File: config.mk
export PLATFORM = sky130hd
export DESIGN_NAME = mux_16x1_flat
export DESIGN_NICKNAME = d
export VERILOG_FILES = /design/src/rtl/mux_16x1_if.sv /design/src/rtl/mux_16x1.sv /design/src/flat_wrapper.sv
export SDC_FILE = /design/constraint.sdc
export NUM_CORES = 1
export LEC_CHECK = 0
export ABC_AREA = 0
export CAP_MARGIN = 40
export CORE_AREA = 2 2 39 41
export CTS_CLUSTER_SIZE = 24
export DETAILED_ROUTE_END_ITERATION = 8
export DIE_AREA = 0 0 41 43
export GPL_ROUTABILITY_DRIVEN = 0
export SLEW_MARGIN = 0
export SYNTH_ARGS = -nofsm -noshare
export SYNTH_HDL_FRONTEND = slang
export SYNTH_SLANG_ARGS = --single-unit
File: constraint.sdc
create_clock -name clk -period 3.4 [get_ports clk]
set_input_delay 0.51 -clock clk [delete_from_list [all_inputs] [get_ports clk]]
set_output_delay 0.51 -clock clk [all_outputs]
set_load 0.01 [all_outputs]
File: src/rtl/mux_16x1_if.sv
// mux_16x1_if: signal bundle for the 16:1 single-bit multiplexer.
//   in     data word, bit i is mux input i
//   sel    select index, unsigned binary
//   en     capture enable for the registered path
//   y      combinational output = in[sel]
//   y_q    registered output
//   y_vld  y_q holds a captured value since the last reset
// master: the side that drives data/select (producer or testbench).
// slave : the multiplexer itself.
interface mux_16x1_if #(
  parameter int N_IN = 16
) ();
  localparam int SEL_W = $clog2(N_IN);

  logic [N_IN-1:0]  in;
  logic [SEL_W-1:0] sel;
  logic             en;
  logic             y;
  logic             y_q;
  logic             y_vld;

  modport master (
    output in, sel, en,
    input  y, y_q, y_vld
  );

  modport slave (
    input  in, sel, en,
    output y, y_q, y_vld
  );
endinterface

File: src/rtl/mux_16x1.sv
// mux_16x1: N_IN:1 single-bit multiplexer with a combinational output and a
// registered copy qualified by a valid flag.
//   clk    rising-edge clock
//   rst_n  asynchronous active-low reset; clears y_q and y_vld immediately
//   bus    mux_16x1_if slave modport (in, sel, en -> y, y_q, y_vld)
module mux_16x1 #(
  parameter int N_IN = 16
) (
  input  logic       clk,
  input  logic       rst_n,
  mux_16x1_if.slave  bus
);
  localparam int SEL_W = $clog2(N_IN);

  logic [N_IN-1:0]  data;
  logic [SEL_W-1:0] idx;
  logic             y_comb;
  logic             cap_q, cap_d;
  logic             vld_q, vld_d;

  assign data = bus.in;
  assign idx  = bus.sel;

  // Plain variable index: an X/Z select yields X in simulation, and
  // unselected bits never reach the output.
  assign y_comb = data[idx];

  always_comb begin
    cap_d = cap_q;
    vld_d = vld_q;
    if (bus.en) begin
      cap_d = y_comb;
      vld_d = 1'b1;
    end
  end

  always_ff @(posedge clk or negedge rst_n) begin
    if (!rst_n) begin
      cap_q <= 1'b0;
      vld_q <= 1'b0;
    end else begin
      cap_q <= cap_d;
      vld_q <= vld_d;
    end
  end

  assign bus.y     = y_comb;
  assign bus.y_q   = cap_q;
  assign bus.y_vld = vld_q;
endmodule

File: src/flat_wrapper.sv
// flat-port wrapper written by rule: the top's interface ports become plain ports
module mux_16x1_flat 
#(
  parameter int N_IN = 16
)
  (clk, rst_n, bus_in, bus_sel, bus_en, bus_y, bus_y_q, bus_y_vld);
  mux_16x1_if #(.N_IN(N_IN)) bus_i ();
  input  logic clk;
  input  logic rst_n;
  input wire logic [$bits(bus_i.in)-1:0] bus_in;
  input wire logic [$bits(bus_i.sel)-1:0] bus_sel;
  input wire logic [$bits(bus_i.en)-1:0] bus_en;
  output wire logic [$bits(bus_i.y)-1:0] bus_y;
  output wire logic [$bits(bus_i.y_q)-1:0] bus_y_q;
  output wire logic [$bits(bus_i.y_vld)-1:0] bus_y_vld;
  assign bus_i.in = bus_in;
  assign bus_i.sel = bus_sel;
  assign bus_i.en = bus_en;
  assign bus_y = bus_i.y;
  assign bus_y_q = bus_i.y_q;
  assign bus_y_vld = bus_i.y_vld;
  mux_16x1 #(.N_IN(N_IN)) u_core (.clk(clk), .rst_n(rst_n), .bus(bus_i));
endmodule
# == After elaboration in Yosys (flattened, before gate mapping) ==
# Index checks and enable logic that the tools add are counted.
# word_totals
register_bits,2
inputBits,23
out_inout_bits,3
elab_cells,5
# classes
magnitude_cmp,1
n_mux,2
# ops
op,n
$lt 4x5->1 const B,1
$bmux 1 s4,1
$mux 1,1

# == Longest topological paths before layout ==
# Gate-level depths: netlist of run 1.
# depth
depth_word,2
ltp_mapped,3
depth_no_buf,3

# == Least setup slack after synthesis of run 1 ==
# No wires, ideal clock.
# synth_timing
kind,input port to output port
from,input bus_sel[3]
to,output bus_y
arrival_ns,1.536
required_ns,2.890
setup_slack_ns,1.354
stages,2
cell_sequence,mux4_1 mux4_2
# synth_via
elab_chain_len,2
# synth_lines
element,line,text
start: declaration,flat_wrapper.sv:11,input wire logic [$bits(bus_i.sel)-1:0] bus_sel;
$bmux 1 s4,mux_16x1.sv:26,assign y_comb = data[idx];
$mux 1 (not written as such),mux_16x1.sv:26,
end: declaration,flat_wrapper.sv:13,output wire logic [$bits(bus_i.y)-1:0] bus_y;
# No other way between the ends. The select of a mux whose other input is x is not followed.

# == Worst setup path in the final report of run 1 ==
# Same ends and word-level chain as after synthesis.

==> results of run 1 <==
==> routing by layer <==
| layer | up-vias | share of wire, % | wire (um) |
|---|---|---|---|
| li1 | 103 | - | - |
| met4 | 0 | 0 | 0 |
| met5 | - | 0 | 0 |
| met2 | 28 | 48 | 309 |
| met3 | 0 | 23 | 151 |
| met1 | 102 | 29 | 185 |
==> state kept, by name, indices dropped and copies added (netlist names) <==
| name | count |
|---|---|
| u_core.bus.y_vld | 1 |
| u_core.bus.y_q | 1 |
==> layout make-up <==
class / count / share of cell area (%)
multi-input combinational: 7 / 30.3
tap: 16 / 4.07
sequential: 2 / 10.2
timing repair buffer: 25 / 50.9
clock buffer: 3 / 4.58
==> worst min-delay path by stage <==
| stage | startpoint | to | slack, ps |
|---|---|---|---|
| floorplan | rst_n | u_core.bus.y_q | 210 |
| global placement | u_core.bus.y_vld | u_core.bus.y_vld | 450 |
| detailed placement | u_core.bus.y_vld | u_core.bus.y_vld | 460 |
| CTS | rst_n | u_core.bus.y_q | 450 |
| global route | rst_n | u_core.bus.y_q | 450 |
| finish | rst_n | u_core.bus.y_q | 460 |
==> per-stage QoR <==
stage               worst slack, ps  utilization (%)  power, mW  cells  instance area [um2]
CTS                             239             35.5      0.136     53                  492
global route                    171             35.5      0.142     53                  492
finish                          251             35.5      0.132     53                  492
global placement                277             33.9     0.0804     50                  469
detailed placement              239             33.9     0.0815     50                  469
floorplan                      1350                -     0.0448      9                  199
==> power by group through the flow <==
stage                     Combinational [mW]  Clock, mW  Sequential, mW
after floorplan                       0.0158          0          0.0290
after global placement                0.0526          0          0.0278
after detailed placement              0.0538          0          0.0276
after CTS                             0.0540     0.0547          0.0275
after global routing                  0.0569     0.0576          0.0276
final                                 0.0531     0.0510          0.0275
==> Yosys cell counts, drive strengths merged <==
cell	number
mux4	5
dfrtp	2
mux2	1
or2	1
==> cells by family (layout without fill, tap and decap cells) <==
| logic type | count (synthesis) | count (layout) | share of synthesized area [%] |
|---|---|---|---|
| multiplexers | 6 | 6 | 71.7 |
| AND/OR/NAND/NOR | 1 | 1 | 3.15 |
| flip-flops | 2 | 2 | 25.2 |
| buffers and inverters | 0 | 28 | 0 |
==> results.json, run 1 <==
{
  "worst_pin_slew_ps": 205,
  "multi_input_area_um2": 149,
  "yosysTopAreaCellShare_pct": 52.8,
  "path_depth": 4,
  "ant_nets": 0,
  "root_buffer": "clkbuf_4",
  "skew_ps": 0,
  "num-nets-final": 62,
  "postSynthCellCount": 9,
  "critPathBufInv": 2,
  "hold_buffers": 0,
  "fmax_ghz": 0.318,
  "std_cell_rows": 14,
  "drc": 0,
  "post-synth-top-area-cell": "mux4_1",
  "clk_path_buf_depth": 2,
  "grt_pass1_wl_um": 952,
  "hold_ws_ps": 456,
  "seq_area_frac_synth_pct": 25.2,
  "combPwrFrac_pct": 40.4,
  "finalMaxSlewViolations": 0,
  "grt_pass1_vias": 252,
  "period_share_pct": 92.6,
  "rsz0062_at_grt": "false",
  "crit_end": "bus_y",
  "use_met1_pct": 7.57,
  "cts-buffers-inserted": 3,
  "critPathKind": "in -> out",
  "worst_ep_required_time_ps": 2890,
  "seqCellArea_um2": 50.0,
  "r2r_start": "u_core.bus.y_vld",
  "start_kind": "primary input",
  "maxSlewHeadroom_pct": 86.3,
  "swShare_pct": 18.9,
  "path_common_cell": "clkdlybuf4s50_1",
  "area_growth_pct": 147,
  "antenna_found_initial": 0,
  "rr_worst_depth": 1,
  "synth_area_um2": 199,
  "finalSetupTns_ps": 0,
  "status": "complete, no violations",
  "htreeDepth": 1,
  "cts_resized": 0,
  "critPathMaxFanout": 4,
  "vias_per_cell": 4.40,
  "synth_area_leaders": "mux4_1 53%, dfrtp_1 25%, mux4_2 11%",
  "synth_fp_nets": 32,
  "cts_sinks": 2,
  "syn_area_per_cell_um2": 22.1,
  "seq_power_share_pct": 20.9,
  "antennaDiodeCount": 0,
  "min_period_ps": 3150,
  "synth_seq_cells": 2,
  "wire_per_inst_um": 12.2,
  "yosysWarnings": 0,
  "critPathLaunch": "bus_sel[3]",
  "setup_viol": 0,
  "post-cts-setup-buffers": 0,
  "p_switching_mw": 0.0249,
  "p_clk_share_pct": 38.8,
  "p_per_area_mw_per_mm2": 268,
  "cts.clk_slew.worst_paths_ps": 30,
  "r2r-end": "u_core.bus.y_vld",
  "busiest_layer": "met2",
  "crit_path_max_incr_delay_ps": 570,
  "final_cell_mix": "25 x clkdlybuf4s50_1, 4 x mux4_1, 3 x clkbuf_4",
  "clk_latency_ps": 220,
  "drv_cap": 0,
  "cts_tree": "done",
  "dr_total_vias": 233,
  "critPathSlowestCell": "clkdlybuf4s50_1",
  "globalRouteMet2Util_pct": 13.1,
  "arrival_ps": 2640,
  "die-area_mm2": 0.00176,
  "power_leakage_nw": 0.190,
  "chipWidth_um": 41,
  "die_y_um": 43,
  "first_pass_iters": 2,
  "gr-total-overflow": 0,
  "hold_violations": 0,
  "final_common_cell": "clkdlybuf4s50_1",
  "crit_chain": "clkdlybuf4s50_1 -> mux4_1 -> mux4_2 -> clkdlybuf4s50_1",
  "start_util_pct": 14.4,
  "totalWireLength_um": 647,
  "grt_start_max_net_pins": 5,
  "end_kind": "primary output",
  "core_area_mm2": 0.00138,
  "p_int_mw": 0.107,
  "dr.first_iter.drc_count": 7,
  "fillCellCount": 138,
  "vdd_drop_max_v": 0.0000817,
  "synth.distinct_cells": 5,
  "hp-class": "in -> async",
  "grtUsageMet3_pct": 7.85,
  "rrSetupSlack_ps": 2650,
  "io_pins": 26,
  "grt_usage_pct": 9.30,
  "crit_family": "multiplexers",
  "layout-drive-gt1-share_pct": 16.2,
  "io_buffers": 25
}
(Power assumes the default switching activity.)
==> run 2: changes to the inputs <==
GPL_ROUTABILITY_DRIVEN = 1   (was 0)
==> results of run 2 <==
The final DEF is identical to that of run 1; final timing and power are the same.
